===== src/rtl/fetch_stage_if.sv =====
// Handshake bundle between the fetch stage, instruction memory and the instruction consumer.
interface fetch_stage_if;
  logic        imem_req;
  logic [31:0] imem_addr;
  logic        imem_ready;
  logic [31:0] imem_rdata;
  logic        branch_taken;
  logic [31:0] branch_target;
  logic        instr_valid;
  logic        instr_ready;
  logic [31:0] instr;
  logic [31:0] instr_pc;
  logic [31:0] instr_pc8;

  modport master (
    output imem_req, imem_addr, instr_valid, instr, instr_pc, instr_pc8,
    input  imem_ready, imem_rdata, branch_taken, branch_target, instr_ready
  );

  modport slave (
    input  imem_req, imem_addr, instr_valid, instr, instr_pc, instr_pc8,
    output imem_ready, imem_rdata, branch_taken, branch_target, instr_ready
  );
endinterface


===== src/rtl/fetch_stage.sv =====
// Instruction fetch: owns the PC, fetches words into a small {instr, pc} FIFO, redirects on taken branches.
// Optional performance counters are enabled by defining FETCH_PERF_CNT_EN.
module fetch_stage #(
  parameter logic [31:0] RESET_PC = 32'h0000_0000,
  parameter int          DEPTH    = 2
) (
  input  logic          clk,
  input  logic          reset,
  fetch_stage_if.master bus,
  output logic [31:0]   perf_fetches,
  output logic [31:0]   perf_flushes
);
  localparam int PW = $clog2(DEPTH);
  localparam int CW = PW + 1;
  localparam logic [CW-1:0] DEPTH_C = CW'(DEPTH);

  logic [31:0]   pc_q, pc_d;
  logic [PW-1:0] rd_ptr_q, rd_ptr_d, wr_ptr_q, wr_ptr_d;
  logic [CW-1:0] count_q, count_d;
  logic          reset_q;
  logic [31:0]   instr_mem [DEPTH];
  logic [31:0]   pc_mem    [DEPTH];

  logic pop, accept, push;

  assign bus.instr_valid = (count_q != '0);
  assign pop             = bus.instr_valid && bus.instr_ready;
  assign bus.imem_req    = !reset && !reset_q && ((count_q < DEPTH_C) || pop);
  assign accept          = bus.imem_req && bus.imem_ready;
  // A response accepted alongside a redirect belongs to the old path and is dropped.
  assign push            = accept && !bus.branch_taken;

  assign bus.imem_addr = pc_q;
  assign bus.instr     = bus.instr_valid ? instr_mem[rd_ptr_q] : 32'h0;
  assign bus.instr_pc  = bus.instr_valid ? pc_mem[rd_ptr_q]    : 32'h0;
  assign bus.instr_pc8 = bus.instr_pc + 32'd8;

  always_comb begin
    pc_d     = pc_q;
    rd_ptr_d = rd_ptr_q;
    wr_ptr_d = wr_ptr_q;
    count_d  = count_q;
    if (bus.branch_taken) begin
      pc_d     = {bus.branch_target[31:2], 2'b00};
      rd_ptr_d = '0;
      wr_ptr_d = '0;
      count_d  = '0;
    end else begin
      if (accept) pc_d = pc_q + 32'd4;
      if (push)   wr_ptr_d = wr_ptr_q + PW'(1);
      if (pop)    rd_ptr_d = rd_ptr_q + PW'(1);
      case ({push, pop})
        2'b10:   count_d = count_q + CW'(1);
        2'b01:   count_d = count_q - CW'(1);
        default: count_d = count_q;
      endcase
    end
  end

  always_ff @(posedge clk) begin
    if (reset) begin
      pc_q     <= RESET_PC;
      rd_ptr_q <= '0;
      wr_ptr_q <= '0;
      count_q  <= '0;
      reset_q  <= 1'b1;
    end else begin
      pc_q     <= pc_d;
      rd_ptr_q <= rd_ptr_d;
      wr_ptr_q <= wr_ptr_d;
      count_q  <= count_d;
      reset_q  <= 1'b0;
    end
  end

  always_ff @(posedge clk) begin
    if (push) begin
      instr_mem[wr_ptr_q] <= bus.imem_rdata;
      pc_mem[wr_ptr_q]    <= pc_q;
    end
  end

`ifdef FETCH_PERF_CNT_EN
  logic [31:0] perf_fetches_q, perf_flushes_q;

  always_ff @(posedge clk) begin
    if (reset) begin
      perf_fetches_q <= 32'h0;
      perf_flushes_q <= 32'h0;
    end else begin
      if (accept)           perf_fetches_q <= perf_fetches_q + 32'd1;
      if (bus.branch_taken) perf_flushes_q <= perf_flushes_q + 32'd1;
    end
  end

  assign perf_fetches = perf_fetches_q;
  assign perf_flushes = perf_flushes_q;
`else
  assign perf_fetches = 32'h0;
  assign perf_flushes = 32'h0;
`endif
endmodule


===== src/flat_wrapper.sv =====
// flat-port wrapper written by rule: the top's interface ports become plain ports
module fetch_stage_flat 
#(
  parameter logic [31:0] RESET_PC = 32'h0000_0000,
  parameter int          DEPTH    = 2
)
  (clk, reset, perf_fetches, perf_flushes, bus_imem_req, bus_imem_addr, bus_instr_valid, bus_instr, bus_instr_pc, bus_instr_pc8, bus_imem_ready, bus_imem_rdata, bus_branch_taken, bus_branch_target, bus_instr_ready);
  fetch_stage_if bus_i ();
  input  logic clk;
  input  logic reset;
  output logic [31:0] perf_fetches;
  output logic [31:0] perf_flushes;
  output wire logic [$bits(bus_i.imem_req)-1:0] bus_imem_req;
  output wire logic [$bits(bus_i.imem_addr)-1:0] bus_imem_addr;
  output wire logic [$bits(bus_i.instr_valid)-1:0] bus_instr_valid;
  output wire logic [$bits(bus_i.instr)-1:0] bus_instr;
  output wire logic [$bits(bus_i.instr_pc)-1:0] bus_instr_pc;
  output wire logic [$bits(bus_i.instr_pc8)-1:0] bus_instr_pc8;
  input wire logic [$bits(bus_i.imem_ready)-1:0] bus_imem_ready;
  input wire logic [$bits(bus_i.imem_rdata)-1:0] bus_imem_rdata;
  input wire logic [$bits(bus_i.branch_taken)-1:0] bus_branch_taken;
  input wire logic [$bits(bus_i.branch_target)-1:0] bus_branch_target;
  input wire logic [$bits(bus_i.instr_ready)-1:0] bus_instr_ready;
  assign bus_imem_req = bus_i.imem_req;
  assign bus_imem_addr = bus_i.imem_addr;
  assign bus_instr_valid = bus_i.instr_valid;
  assign bus_instr = bus_i.instr;
  assign bus_instr_pc = bus_i.instr_pc;
  assign bus_instr_pc8 = bus_i.instr_pc8;
  assign bus_i.imem_ready = bus_imem_ready;
  assign bus_i.imem_rdata = bus_imem_rdata;
  assign bus_i.branch_taken = bus_branch_taken;
  assign bus_i.branch_target = bus_branch_target;
  assign bus_i.instr_ready = bus_instr_ready;
  fetch_stage #(.RESET_PC(RESET_PC), .DEPTH(DEPTH)) u_core (.clk(clk), .reset(reset), .bus(bus_i), .perf_fetches(perf_fetches), .perf_flushes(perf_flushes));
endmodule

===== config.mk =====
export PLATFORM = sky130hd
export DESIGN_NAME = fetch_stage_flat
export DESIGN_NICKNAME = d
export VERILOG_FILES = /design/src/rtl/fetch_stage_if.sv /design/src/rtl/fetch_stage.sv /design/src/flat_wrapper.sv
export SDC_FILE = /design/constraint.sdc
export NUM_CORES = 1
export LEC_CHECK = 0
export BUFFER_PORTS_ARGS = -buffer_cell sky130_fd_sc_hd__buf_2
export CORE_MARGIN = 5
export CORE_UTILIZATION = 45
export CTS_BUF_LIST = sky130_fd_sc_hd__clkbuf_16
export DETAILED_ROUTE_END_ITERATION = 8
export PLACE_DENSITY = 0.76
export SYNTH_ARGS = -nofsm -noshare
export SYNTH_HDL_FRONTEND = slang
export SYNTH_SLANG_ARGS = --single-unit

===== constraint.sdc =====
create_clock -name clk -period 5.4 [get_ports clk]
set_clock_uncertainty 0.1 [all_clocks]
set_input_delay 1.08 -clock clk [delete_from_list [all_inputs] [get_ports clk]]
set_output_delay 1.08 -clock clk [all_outputs]
set_load 0.02 [all_outputs]

==> impl_metrics.env <==
export IMPL_nets=945
export IMPL_rsz0062_at_grt="false"
export IMPL_core_area_mm2=0.0172
export IMPL_ir_worst_vdd_v=0.000206
export IMPL_setup_viol=0
export IMPL_routed_wl_mm=18.5
export IMPL_gp_congestion=0.799
export IMPL_die_h_um=142
export IMPL_drv_slew=0
export IMPL_rows=48
export IMPL_cts_root_buf="clkbuf_16"
export IMPL_async_flop_share=0
export IMPL_netlist_instances=686
export IMPL_gr_usage_met3=0.0450
export IMPL_initial_core_util=0.456
export IMPL_ios=263
export IMPL_tightest_slew_ns=0.849
export IMPL_yosysWarnings=0
export IMPL_final_setup_tns_ns=0
export IMPL_first_iter_violations=251
export IMPL_slew_headroom=0.434
export IMPL_period_share=0.847
export IMPL_critPathKind="reg2out"
export IMPL_drtAntennaViolNets=0
export IMPL_crit_required_ns=4.22
export IMPL_met2_usage=0.292
export IMPL_insertion_delay_ns=0.42
export IMPL_powerDensity_mw_per_mm2=291
export IMPL_seq_area_frac_synth=0.567
export IMPL_grt_max_degree=63
export IMPL_register_area_mm2=0.00445
export IMPL_numPortBuffers=190
export IMPL_postLayoutCoreUtil=0.544
export IMPL_drive_gt1_frac=0.272
export IMPL_ys_seq_elements=160
export IMPL_clockBufferDepth=2
export IMPL_antenna_found_initial=0
export IMPL_wl_per_cell_um=16.6
export IMPL_multi_input_area_mm2=0.00296
export IMPL_fmax_ghz=0.219
export IMPL_hold_violations=0
export IMPL_netlist_area_mm2=0.00783
export IMPL_grt_overflow_total=0
export IMPL_clk_pin_slew_worst_paths_ns=0.06
export IMPL_use_met1=0.233
export IMPL_post_cts_resized=0
export IMPL_cts_sinks=160
export IMPL_ctsHoldBuffers=0
export IMPL_critPathMaxFanout=28
export IMPL_power_uw=2720
export IMPL_numCtsBuffers=17
export IMPL_setup_worst_path_start_class="flop"
export IMPL_maxCapViolations=0
export IMPL_cts_setup_buffers=0
export IMPL_min_path_type="reg2reg"
export IMPL_fin_crit_ns=4.58
export IMPL_tritoncts="built"
export IMPL_area_growth_pct=19.2
export IMPL_ys_types=50
export IMPL_grt_first_pass_wirelength_mm=28.1
export IMPL_reg2reg_depth=5
export IMPL_vias=5516
export IMPL_p_leak_uw=0.00367
export IMPL_synthFlopType="edfxtp_1"
export IMPL_htree_num_levels=4
export IMPL_grt_pass1_vias=5313
export IMPL_dp_hpwl_mm=13.8
export IMPL_end_kind="output pin"
export IMPL_diodes=0
export IMPL_holdPathStages=2
export IMPL_die_w_um=142
export IMPL_busiest_layer="met2"
export IMPL_grt_usage=0.179
export IMPL_first_pass_iters=5
export IMPL_outcome="finished, final reports clean"
export IMPL_fillers=1551
export IMPL_syn_area_per_cell_um2=11.4
export IMPL_synth_enable_flop_cells=124
export IMPL_vias_per_cell=4.96
export IMPL_arrival_ns=3.40
export IMPL_die_area_mm2=0.0201
export IMPL_drcViolationCount=0
-- registers in the layout, indices dropped and copies added (netlist names), named ones only --
register / count
u_core.pc_mem: 60
u_core.count_q: 2
u_core.rd_ptr_q: 1
u_core.bus.imem_addr: 30
u_core.reset_q: 1
u_core.wr_ptr_q: 1
u_core.instr_mem: 64
-- synthesized netlist by cell type, types with 2 or more instances --
| master | number | area share |
|---|---|---|
| buf_4 | 71 | 0.068 |
| and3_1 | 6 | 0.0048 |
| or3_1 | 5 | 0.0040 |
| xnor2_1 | 37 | 0.041 |
| a21oi_1 | 11 | 0.0070 |
| nor3b_1 | 3 | 0.0029 |
| and2_1 | 3 | 0.0024 |
| nor4b_1 | 2 | 0.0022 |
| and4_1 | 2 | 0.0022 |
| o21bai_1 | 2 | 0.0019 |
| o21ai_0 | 5 | 0.0032 |
| nand4_1 | 20 | 0.016 |
| a22oi_1 | 2 | 0.0019 |
| nand2_1 | 37 | 0.018 |
| nor4_1 | 10 | 0.0080 |
| nand3b_1 | 8 | 0.0077 |
| nand3_1 | 24 | 0.015 |
| ha_1 | 3 | 0.0048 |
| mux2i_1 | 64 | 0.082 |
| buf_1 | 3 | 0.0014 |
| nor3_1 | 18 | 0.012 |
| nand2b_1 | 2 | 0.0016 |
| a22o_1 | 2 | 0.0022 |
| xor2_1 | 13 | 0.015 |
| buf_2 | 10 | 0.0064 |
| inv_1 | 13 | 0.0062 |
| dfxtp_1 | 36 | 0.092 |
| or4_1 | 2 | 0.0019 |
| a211oi_1 | 14 | 0.013 |
| a311oi_1 | 3 | 0.0034 |
| nand4b_1 | 2 | 0.0022 |
| mux2_2 | 4 | 0.0058 |
| edfxtp_1 | 124 | 0.48 |
| nor2_1 | 92 | 0.044 |
| clkbuf_1 | 18 | 0.0086 |
-- report_power, final --
| part | switching (uW) | internal [uW] |
|---|---|---|
| sequential | 34.5 | 1350 |
| clock | 461 | 676 |
| combinational | 136 | 59.8 |
-- final cells by class --
cell class                      instances  share of cell area
Clock inverter                         15              0.0151
Tap cell                              225              0.0301
Multi-Input combinational cell        479               0.316
Timing Repair Buffer                  201               0.111
Inverter                               14             0.00563
Sequential cell                       160               0.476
Clock buffer                           17              0.0456
-- cell usage in the layout, fill, tap and decap left out, drive strengths merged, types with 2 or more instances in the layout --
cell	Yosys	routed
nor4b	2	2
nor4	10	10
mux2i	64	64
nand2	37	37
buf	84	201
and3	6	6
and2	3	3
inv	13	16
a21oi	11	11
or4	3	3
xor2	13	13
bufinv	0	2
nand4b	2	2
nand3b	8	8
and4	2	2
o21ai	5	5
ha	3	3
a22o	2	2
a311oi	3	3
xnor2	37	37
nor3	18	18
nand3	24	24
clkinvlp	0	2
clkbuf	18	17
nand2b	2	2
or3	5	5
clkinv	1	9
a22oi	2	2
mux2	4	4
nor3b	3	3
nor2	92	92
edfxtp	124	124
o21bai	2	2
nand4	20	20
a211oi	15	15
conb	1	70
dfxtp	36	36
-- metal layers --
layer  routed length, um  vias to the layer above
li1                    -                     2720
met1                7960                     2582
met2                8920                      189
met3                1280                       25
met4                 335                        0
met5                   0                        -
-- critical path, stage by stage (launching register included) --
cell and delay (ns):
dfxtp_4 0.57, buf_4 0.43, mux2i_1 0.42, nand4_1 0.52, nor4_1 0.67, xor2_1 0.18
buf_2 0.18
-- path summary, 6_finish.rpt --
kind	start	to	slack, ns
min	u_core.rd_ptr_q	flop	0.42
max reg2reg	u_core.bus.imem_addr[5]	u_core.bus.imem_addr[30]	2.47
max	flop	bus_instr_pc8[25]	0.82
min reg2reg	u_core.rd_ptr_q	flop	0.42
-- metrics by stage --
stage | cell area (um^2) | worst slack (ns) | instances | hold WS (ns)
after global placement | 8770 | 1.26 | 1079 | 0.395
after CTS | 9340 | 0.808 | 1111 | 0.422
after global routing | 9340 | 0.486 | 1111 | 0.459
final | 9340 | 0.825 | 1111 | 0.422
after floorplan | 8090 | 0.297 | 755 | 0.380
after detailed placement | 8770 | 1.23 | 1079 | 0.404
-- cells by family (layout without fill, tap and decap cells) --
kind of cell,count (synthesis),count (layout),synth area share
buffers and inverters,116,247,0.0912
multiplexers,68,68,0.0875
flip-flops,160,160,0.567
adder cells (fa/ha/maj),3,3,0.00479
AO/OA/AOI/OAI,47,47,0.0425
XOR/XNOR,50,50,0.0559
AND/OR/NAND/NOR,241,241,0.150
other,1,70,0.000479
(Power assumes the default switching activity.)
